**src/rtl/op2_select_stage_if.sv**
```systemverilog
`default_nettype none
// ============================================================================
// op2_select_stage_if : operand-2 stage handshake, source and bypass bundle
// Revision 1.0
// ============================================================================
interface op2_select_stage_if #(
  parameter int WIDTH = 64,
  parameter int NBYP  = 2,
  parameter int SHW   = 6,
  parameter int CNTW  = 16
);
  logic                  in_valid;
  logic                  in_ready;
  logic [2:0]            in_src;
  logic [4:0]            in_rs2;
  logic [WIDTH-1:0]      in_rd2;
  logic [WIDTH-1:0]      in_imm;
  logic [SHW-1:0]        in_shamt;
  logic [WIDTH-1:0]      in_pc4;
  logic [WIDTH-1:0]      in_pcimm;
  logic [NBYP-1:0]       byp_valid;
  logic [NBYP-1:0]       byp_pending;
  logic [NBYP*5-1:0]     byp_rd;
  logic [NBYP*WIDTH-1:0] byp_data;
  logic                  out_valid;
  logic                  out_ready;
  logic [WIDTH-1:0]      out_op2;
  logic [NBYP-1:0]       out_fwd;
  logic [CNTW-1:0]       stall_cnt;

  modport master (
    output in_valid, in_src, in_rs2, in_rd2, in_imm, in_shamt, in_pc4, in_pcimm,
    output byp_valid, byp_pending, byp_rd, byp_data, out_ready,
    input  in_ready, out_valid, out_op2, out_fwd, stall_cnt
  );

  modport slave (
    input  in_valid, in_src, in_rs2, in_rd2, in_imm, in_shamt, in_pc4, in_pcimm,
    input  byp_valid, byp_pending, byp_rd, byp_data, out_ready,
    output in_ready, out_valid, out_op2, out_fwd, stall_cnt
  );
endinterface
`default_nettype wire

```
**src/rtl/op2_select_stage.sv**
```systemverilog
`default_nettype none
// ============================================================================
// op2_select_stage : execute-stage operand-2 select with bypass, hazard stall
//                    and a registered output backed by one skid entry
// Revision 1.0
// ============================================================================
module op2_select_stage #(
  parameter int WIDTH = 64,
  parameter int NBYP  = 2,
  parameter int SHW   = 6,
  parameter int CNTW  = 16
) (
  input  logic              clk,
  input  logic              reset,
  op2_select_stage_if.slave bus
);

  localparam logic [2:0] SRC_IMM   = 3'd1;
  localparam logic [2:0] SRC_SHAMT = 3'd2;
  localparam logic [2:0] SRC_REG   = 3'd3;
  localparam logic [2:0] SRC_PC4   = 3'd4;
  localparam logic [2:0] SRC_PCIMM = 3'd5;

  logic             first_found;
  logic             first_pend;
  logic [NBYP-1:0]  first_oh;
  logic [WIDTH-1:0] first_data;
  logic             rs2_nz;
  logic             hazard;
  logic             hit;
  logic [WIDTH-1:0] sel_op2;
  logic [NBYP-1:0]  sel_fwd;
  logic             in_ready;
  logic             accept;
  logic             xfer;

  logic             out_valid_q, out_valid_d;
  logic [WIDTH-1:0] out_op2_q,   out_op2_d;
  logic [NBYP-1:0]  out_fwd_q,   out_fwd_d;
  logic             skid_valid_q, skid_valid_d;
  logic [WIDTH-1:0] skid_op2_q,  skid_op2_d;
  logic [NBYP-1:0]  skid_fwd_q,  skid_fwd_d;
  logic [CNTW-1:0]  stall_q,     stall_d;

  // Only the youngest channel naming rs2 matters: if it is pending we must
  // wait even when an older channel already has the value.
  always_comb begin
    first_found = 1'b0;
    first_pend  = 1'b0;
    first_oh    = '0;
    first_data  = '0;
    for (int k = 0; k < NBYP; k++) begin
      if (!first_found && bus.byp_valid[k] && (bus.byp_rd[5*k +: 5] == bus.in_rs2)) begin
        first_found = 1'b1;
        first_pend  = bus.byp_pending[k];
        first_oh[k] = 1'b1;
        first_data  = bus.byp_data[WIDTH*k +: WIDTH];
      end
    end
  end

  assign rs2_nz = (bus.in_rs2 != 5'd0);
  assign hazard = (bus.in_src == SRC_REG) && rs2_nz && first_found && first_pend;
  assign hit    = rs2_nz && first_found && !first_pend;

  always_comb begin
    sel_op2 = '0;
    sel_fwd = '0;
    case (bus.in_src)
      SRC_IMM:   sel_op2 = bus.in_imm;
      SRC_SHAMT: sel_op2 = WIDTH'(bus.in_shamt);
      SRC_REG: begin
        if (hit) begin
          sel_op2 = first_data;
          sel_fwd = first_oh;
        end else begin
          sel_op2 = bus.in_rd2;
        end
      end
      SRC_PC4:   sel_op2 = bus.in_pc4;
      SRC_PCIMM: sel_op2 = bus.in_pcimm;
      default:   sel_op2 = '0;
    endcase
  end

  // Skid occupancy comes from a flop so in_ready has no path from out_ready.
  assign in_ready = !skid_valid_q && !hazard;
  assign accept   = bus.in_valid && in_ready;
  assign xfer     = out_valid_q && bus.out_ready;

  always_comb begin
    out_valid_d  = out_valid_q;
    out_op2_d    = out_op2_q;
    out_fwd_d    = out_fwd_q;
    skid_valid_d = skid_valid_q;
    skid_op2_d   = skid_op2_q;
    skid_fwd_d   = skid_fwd_q;
    stall_d      = stall_q;

    if (!out_valid_q || xfer) begin
      if (skid_valid_q) begin
        out_valid_d  = 1'b1;
        out_op2_d    = skid_op2_q;
        out_fwd_d    = skid_fwd_q;
        skid_valid_d = 1'b0;
      end else if (accept) begin
        out_valid_d  = 1'b1;
        out_op2_d    = sel_op2;
        out_fwd_d    = sel_fwd;
      end else begin
        out_valid_d  = 1'b0;
      end
    end else if (accept) begin
      skid_valid_d = 1'b1;
      skid_op2_d   = sel_op2;
      skid_fwd_d   = sel_fwd;
    end

    if (bus.in_valid && hazard && (stall_q != {CNTW{1'b1}})) begin
      stall_d = stall_q + CNTW'(1);
    end
  end

  always_ff @(posedge clk or negedge reset) begin
    if (!reset) begin
      out_valid_q  <= 1'b0;
      out_op2_q    <= '0;
      out_fwd_q    <= '0;
      skid_valid_q <= 1'b0;
      skid_op2_q   <= '0;
      skid_fwd_q   <= '0;
      stall_q      <= '0;
    end else begin
      out_valid_q  <= out_valid_d;
      out_op2_q    <= out_op2_d;
      out_fwd_q    <= out_fwd_d;
      skid_valid_q <= skid_valid_d;
      skid_op2_q   <= skid_op2_d;
      skid_fwd_q   <= skid_fwd_d;
      stall_q      <= stall_d;
    end
  end

  assign bus.in_ready  = in_ready;
  assign bus.out_valid = out_valid_q;
  assign bus.out_op2   = out_op2_q;
  assign bus.out_fwd   = out_fwd_q;
  assign bus.stall_cnt = stall_q;

endmodule
`default_nettype wire

```
**src/flat_wrapper.sv**
```systemverilog
// flat-port wrapper written by rule: the top's interface ports become plain ports
module op2_select_stage_flat 
#(
  parameter int WIDTH = 64,
  parameter int NBYP  = 2,
  parameter int SHW   = 6,
  parameter int CNTW  = 16
)
  (clk, reset, bus_in_valid, bus_in_src, bus_in_rs2, bus_in_rd2, bus_in_imm, bus_in_shamt, bus_in_pc4, bus_in_pcimm, bus_byp_valid, bus_byp_pending, bus_byp_rd, bus_byp_data, bus_out_ready, bus_in_ready, bus_out_valid, bus_out_op2, bus_out_fwd, bus_stall_cnt);
  op2_select_stage_if #(.WIDTH(WIDTH), .NBYP(NBYP), .SHW(SHW), .CNTW(CNTW)) bus_i ();
  input  logic clk;
  input  logic reset;
  input wire logic [$bits(bus_i.in_valid)-1:0] bus_in_valid;
  input wire logic [$bits(bus_i.in_src)-1:0] bus_in_src;
  input wire logic [$bits(bus_i.in_rs2)-1:0] bus_in_rs2;
  input wire logic [$bits(bus_i.in_rd2)-1:0] bus_in_rd2;
  input wire logic [$bits(bus_i.in_imm)-1:0] bus_in_imm;
  input wire logic [$bits(bus_i.in_shamt)-1:0] bus_in_shamt;
  input wire logic [$bits(bus_i.in_pc4)-1:0] bus_in_pc4;
  input wire logic [$bits(bus_i.in_pcimm)-1:0] bus_in_pcimm;
  input wire logic [$bits(bus_i.byp_valid)-1:0] bus_byp_valid;
  input wire logic [$bits(bus_i.byp_pending)-1:0] bus_byp_pending;
  input wire logic [$bits(bus_i.byp_rd)-1:0] bus_byp_rd;
  input wire logic [$bits(bus_i.byp_data)-1:0] bus_byp_data;
  input wire logic [$bits(bus_i.out_ready)-1:0] bus_out_ready;
  output wire logic [$bits(bus_i.in_ready)-1:0] bus_in_ready;
  output wire logic [$bits(bus_i.out_valid)-1:0] bus_out_valid;
  output wire logic [$bits(bus_i.out_op2)-1:0] bus_out_op2;
  output wire logic [$bits(bus_i.out_fwd)-1:0] bus_out_fwd;
  output wire logic [$bits(bus_i.stall_cnt)-1:0] bus_stall_cnt;
  assign bus_i.in_valid = bus_in_valid;
  assign bus_i.in_src = bus_in_src;
  assign bus_i.in_rs2 = bus_in_rs2;
  assign bus_i.in_rd2 = bus_in_rd2;
  assign bus_i.in_imm = bus_in_imm;
  assign bus_i.in_shamt = bus_in_shamt;
  assign bus_i.in_pc4 = bus_in_pc4;
  assign bus_i.in_pcimm = bus_in_pcimm;
  assign bus_i.byp_valid = bus_byp_valid;
  assign bus_i.byp_pending = bus_byp_pending;
  assign bus_i.byp_rd = bus_byp_rd;
  assign bus_i.byp_data = bus_byp_data;
  assign bus_i.out_ready = bus_out_ready;
  assign bus_in_ready = bus_i.in_ready;
  assign bus_out_valid = bus_i.out_valid;
  assign bus_out_op2 = bus_i.out_op2;
  assign bus_out_fwd = bus_i.out_fwd;
  assign bus_stall_cnt = bus_i.stall_cnt;
  op2_select_stage #(.WIDTH(WIDTH), .NBYP(NBYP), .SHW(SHW), .CNTW(CNTW)) u_core (.clk(clk), .reset(reset), .bus(bus_i));
endmodule
```
**config.mk**
```make
export PLATFORM = sky130hd
export DESIGN_NAME = op2_select_stage_flat
export DESIGN_NICKNAME = d
export VERILOG_FILES = /design/src/rtl/op2_select_stage_if.sv /design/src/rtl/op2_select_stage.sv /design/src/flat_wrapper.sv
export SDC_FILE = /design/constraint.sdc
export NUM_CORES = 1
export LEC_CHECK = 0
export CAP_MARGIN = 20
export CORE_AREA = 2 2 196 198
export DETAILED_ROUTE_END_ITERATION = 10
export DIE_AREA = 0 0 198 200
export MAX_ROUTING_LAYER = met4
export SYNTH_ARGS = -nofsm -noshare
export SYNTH_HDL_FRONTEND = slang
export SYNTH_SLANG_ARGS = --single-unit
```
**constraint.sdc**
```tcl
create_clock -name clk -period 5.58 [get_ports clk]
set_clock_uncertainty 0.15 [all_clocks]
set_input_delay 1.116 -clock clk [delete_from_list [all_inputs] [get_ports clk]]
set_output_delay 1.116 -clock clk [all_outputs]
set_load 0.01 [all_outputs]
```
-- Word-level counts from Yosys, hierarchy flattened
Cells that the tools add are included.
- eq/ne operators: 8
- $add $sub $neg: 1
- mux-type cells: 19
- bitwise logic cells: 1
- reductions and logical operators: 24
- operators with widths (operator ; count):
    2-to-1 mux 64 bit ; 5
    one-hot mux 64 bit (5 select lines) ; 1
    adder 16 x 1 -> 16 bit, second input constant ; 1
    != test 16 bit, second input constant ; 1
    logical AND 1 bit ; 13
    equality test 5 bit ; 2
    2-to-1 mux 1 bit ; 9
    2-to-1 mux 2 bit ; 4
    equality test 3 x 2 -> 1 bit, second input constant ; 2
    equality test 3 bit, second input constant ; 2
    logical NOT 1 bit ; 5
    nonzero test 5 bit ; 1
    AND reduction 2 bit ; 2
    nonzero test 2 bit ; 2
    equality test 3 x 1 -> 1 bit, second input constant ; 1
    logical OR 1 bit ; 1
    inverter 1 bit ; 1
- input port bits: 416
- logic and storage cells: 60
- register bits: 150
- output and inout port bits: 84

-- Logic depth before layout (Yosys ltp)
- depth in word-level cells: 14
- depth in mapped cells: 10
- mapped depth without buffers: 7

-- Worst setup path after synthesis
OpenSTA, ideal clock, no wires.
- kind: input to output
- start point: input port bus_in_rs2[1]
- end point: output port bus_in_ready
- required time: 4314 ps
- arrival time: 2106 ps
- slack: 2208 ps
- path buffers: 0
- stages on the path: 4
- cell sequence: or4_4 > o21ai_4 > a21oi_2 > nor2_1
- word-level cells in the longest chain between the ends: 11
- elaborated cells on any way between the ends: 16
- those cells by class: 2 x eq/ne; 4 x mux; 10 x reduce/logical
- ends and longest elaborated chain (what ; line ; RTL):
    from (decl) ; flat_wrapper.sv:15 ; input wire logic [$bits(bus_i.in_rs2)-1:0] bus_in_rs2;
    equality test 5 bit ; op2_select_stage.sv:53 ; if (!first_found && bus.byp_valid[k] && (bus.byp_rd[5*k +: 5] == bus.in_rs2)) begin
    logical AND 1 bit ; op2_select_stage.sv:53 ;
    2-to-1 mux 1 bit ; op2_select_stage.sv:53 ;
    logical NOT 1 bit ; op2_select_stage.sv:53 ;
    logical AND 1 bit (2 in a row) ; op2_select_stage.sv:53 ;
    2-to-1 mux 1 bit ; op2_select_stage.sv:53 ;
    logical AND 1 bit ; op2_select_stage.sv:63 ; assign hazard = (bus.in_src == SRC_REG) && rs2_nz && first_found && first_pend;
    logical AND 1 bit * ; op2_select_stage.sv:63 ;
    logical NOT 1 bit * ; op2_select_stage.sv:87 ; assign in_ready = !skid_valid_q && !hazard;
    logical AND 1 bit * ; op2_select_stage.sv:87 ;
    to (decl) ; flat_wrapper.sv:26 ; output wire logic [$bits(bus_i.in_ready)-1:0] bus_in_ready;
Mark *: on every way between the ends. The rest lies on a longest branch, timed or not.

-- Final worst setup path
- start point: input port bus_in_rs2[4]
- end point: output port bus_in_ready
Same word-level chain as after synthesis.

==> run summary <==
YS warnings: 0
Max-Cap Viols: 0
CTS Buf Count: 17
starting density of the core: 27.9%
clock-pin slew on the worst setup and hold paths: 0.07 ns
CP required: 4.31 ns
NumNets Final: 2070
vias: 11300
Synth Flop Type: dfrtp_1
worst reg2reg path startpoint: u_core.skid_valid_q
root buf cell: clkbuf_16
total power: 3.87 mW
RSZ-0062 raised after global routing: false
fmax: 0.204 GHz
Worst slew margin: 27.9%
Remaining DRCs: 0
post-synth top area share: 35.9%
sequential fraction of the synthesis area: 35.9%
port bufs: 499
vias in the first global route: 11600
Placement Setup Slack: 0.649 ns
worst setup margin: 0.668 ns
Hold Vio Cnt, Final: 0
cell with the most instances after synthesis: o21ai_0
Cells after Synth: 1230
Cell Area, Synth: 10400 um2
Seq. cell area: 3760 um2
final wirelength: 45800 um
R2R cell count: 5
P&R area growth vs syn: 57.6%
Tot GR Track Use: 23.0%
status: completed
Clock Sinks: 150
placed cells: 2145
Ports: 500
largest net degree at the start of global routing: 82
first-pass GRT wire length: 67600 um
Setup Buffers After CTS: 0
fin crit period: 4.91 ns
syn_nets: 1647
Antenna Nets Post-Route: 0
1st-pass router iterations: 5
top post-synthesis cells by area: dfrtp_1, o21ai_0, mux2_2
Hold Path Class: reg -> reg
vias per cell: 5.19
die area: 39600 um2
# setup viols final: 0
post-synthesis cell type count: 52
Hold Path Cell Cnt: 2
initial drt markers: 594
initial antenna violation count: 3
critical path arrival: 3.65 ns
Post-Layout Cell Count: 2178
Worst setup EP type: output pin
Clock Latency Late Sink: 0.42 ns
PD cells: 235 nW/um2
Hold Path Sink: u_core.bus.out_fwd[1]
post-DR wirelength/cell: 21.0 um
setup TNS: 0 ns
Least-Margin Pin Slew: 1.08 ns
Post-synth ARST share: 100%
kind of critical path: in -> out
HPWL Detailed: 33200 um
Max Slew Vio Count: 0
Placeable Area: 37400 um2
Post-CTS Hold Buffers: 0
quantity of gates resized following cts: 0
Max IR drop VDD: 183 uV
Multi-input gate area: 6020 um2
clk buf depth: 2
Mean Syn Cell Area: 8.49 um2
H-tree levels: 4
post-synth top area cell: dfrtp_1
fraction of layout cells with a size suffix above 1: 7.87%
Commonest cells post-synth: o21ai_0, dfrtp_1, nand2_1
Fill cells: 3714
num rows: 71
Finished Core Util: 44.0%
GP Congestion: 0.860
startpoint types: primary input
fin crit share: 88.0%
Hold Path Origin: u_core.bus.out_fwd[1]
critical-path maximum fanout: 6
Die Wd: 198 um
Post-synth EDFFs: 0
static leakage power: 6.55 nW
reg-to-reg slack, setup: 2.60 ns
Die H: 200 um
Reg2Reg Capture Point: u_core.bus.out_op2[22]
GRT overflow: 0
synthesis-stage register bit count: 150
TritonCTS clock tree: done
## per-layer routing
metal  GRT usage (%)  share of wire, %
met5               -                 0
met1            27.0                41
met2            39.9                50
met4            7.44               2.5
met3            4.35               5.6
## worst max path at each step
stage / startpoint / endpoint / slack (ns) / cells past startpoint
after floorplan: bus_in_rs2[1] / bus_in_ready / 2.21 / 4
after global placement: bus_in_rs2[3] / bus_in_ready / 0.75 / 7
after detailed placement: bus_in_rs2[4] / bus_in_ready / 0.65 / 7
after CTS: bus_in_rs2[4] / bus_in_ready / 0.64 / 7
after global routing: bus_in_rs2[4] / bus_in_ready / 0.57 / 7
final: bus_in_rs2[4] / bus_in_ready / 0.67 / 7
## stage by stage
| stage | hold slack [ns] | instance area (um2) |
|---|---|---|
| global placement | 0.319 | 15800 |
| finish | 0.336 | 16500 |
| floorplan | 0.315 | 10400 |
| global route | 0.366 | 16500 |
| detailed placement | 0.330 | 15800 |
| CTS | 0.345 | 16400 |
## state kept, by name, indices dropped and copies added, names as in the netlist
| name | cells |
|---|---|
| u_core.bus.stall_cnt | 16 |
| u_core.skid_fwd_q | 2 |
| u_core.bus.out_fwd | 2 |
| u_core.bus.out_valid | 1 |
| u_core.bus.out_op2 | 64 |
| u_core.skid_op2_q | 64 |
| u_core.skid_valid_q | 1 |
## cells in the final DEF, fill, tap and decap left out, types with 7 or more instances in the layout
cell type        instances
and2_1                   7
mux2_2                  59
o211ai_1                60
o2bb2ai_1               63
xor2_1                   9
or3_1                   11
and3_1                   8
nand2_1                127
clkbuf_16               17
buf_4                   19
a21oi_1                 70
nor2_1                  17
inv_1                   63
xnor2_1                 16
clkdlybuf4s50_1        495
nor3_1                  11
dfrtp_1                149
nand3_1                 65
a22oi_1                 57
mux2i_1                 66
mux2_1                   7
o21ai_0                176
## critical path, stage by stage
cell             delay [ns]
clkdlybuf4s50_1        0.48
xor2_1                 0.20
nor4_2                 0.59
o2111ai_2              0.41
a21oi_2                0.25
nor2_1                 0.07
clkdlybuf4s50_1        0.52
## area by class of cell
cell class | count | area share (%)
antenna | 3 | 0.0456
inverter | 63 | 1.44
timing repair buffer | 519 | 31.4
tap | 511 | 3.89
sequential | 150 | 22.8
clock inverter | 11 | 1.06
multi-input combinational | 902 | 36.6
clock buffer | 19 | 2.69
## cell families after synthesis
family	count (synthesis)	share of synthesized area, %
AO/OA/AOI/OAI	456	28.0
flip-flops	150	35.9
AND/OR/NAND/NOR	288	13.3
XOR/XNOR	25	2.10
multiplexers	132	13.4
adder cells (fa/ha/maj)	1	0.120
buffers and inverters	178	7.09
## power by group
part           leakage (nW)  internal (mW)  switching (mW)
Combinational          4.32          0.661           0.544
Sequential             1.94           1.29           0.133
Clock                 0.292          0.760           0.479
Note: power is estimated with default switching activity, not from simulation.
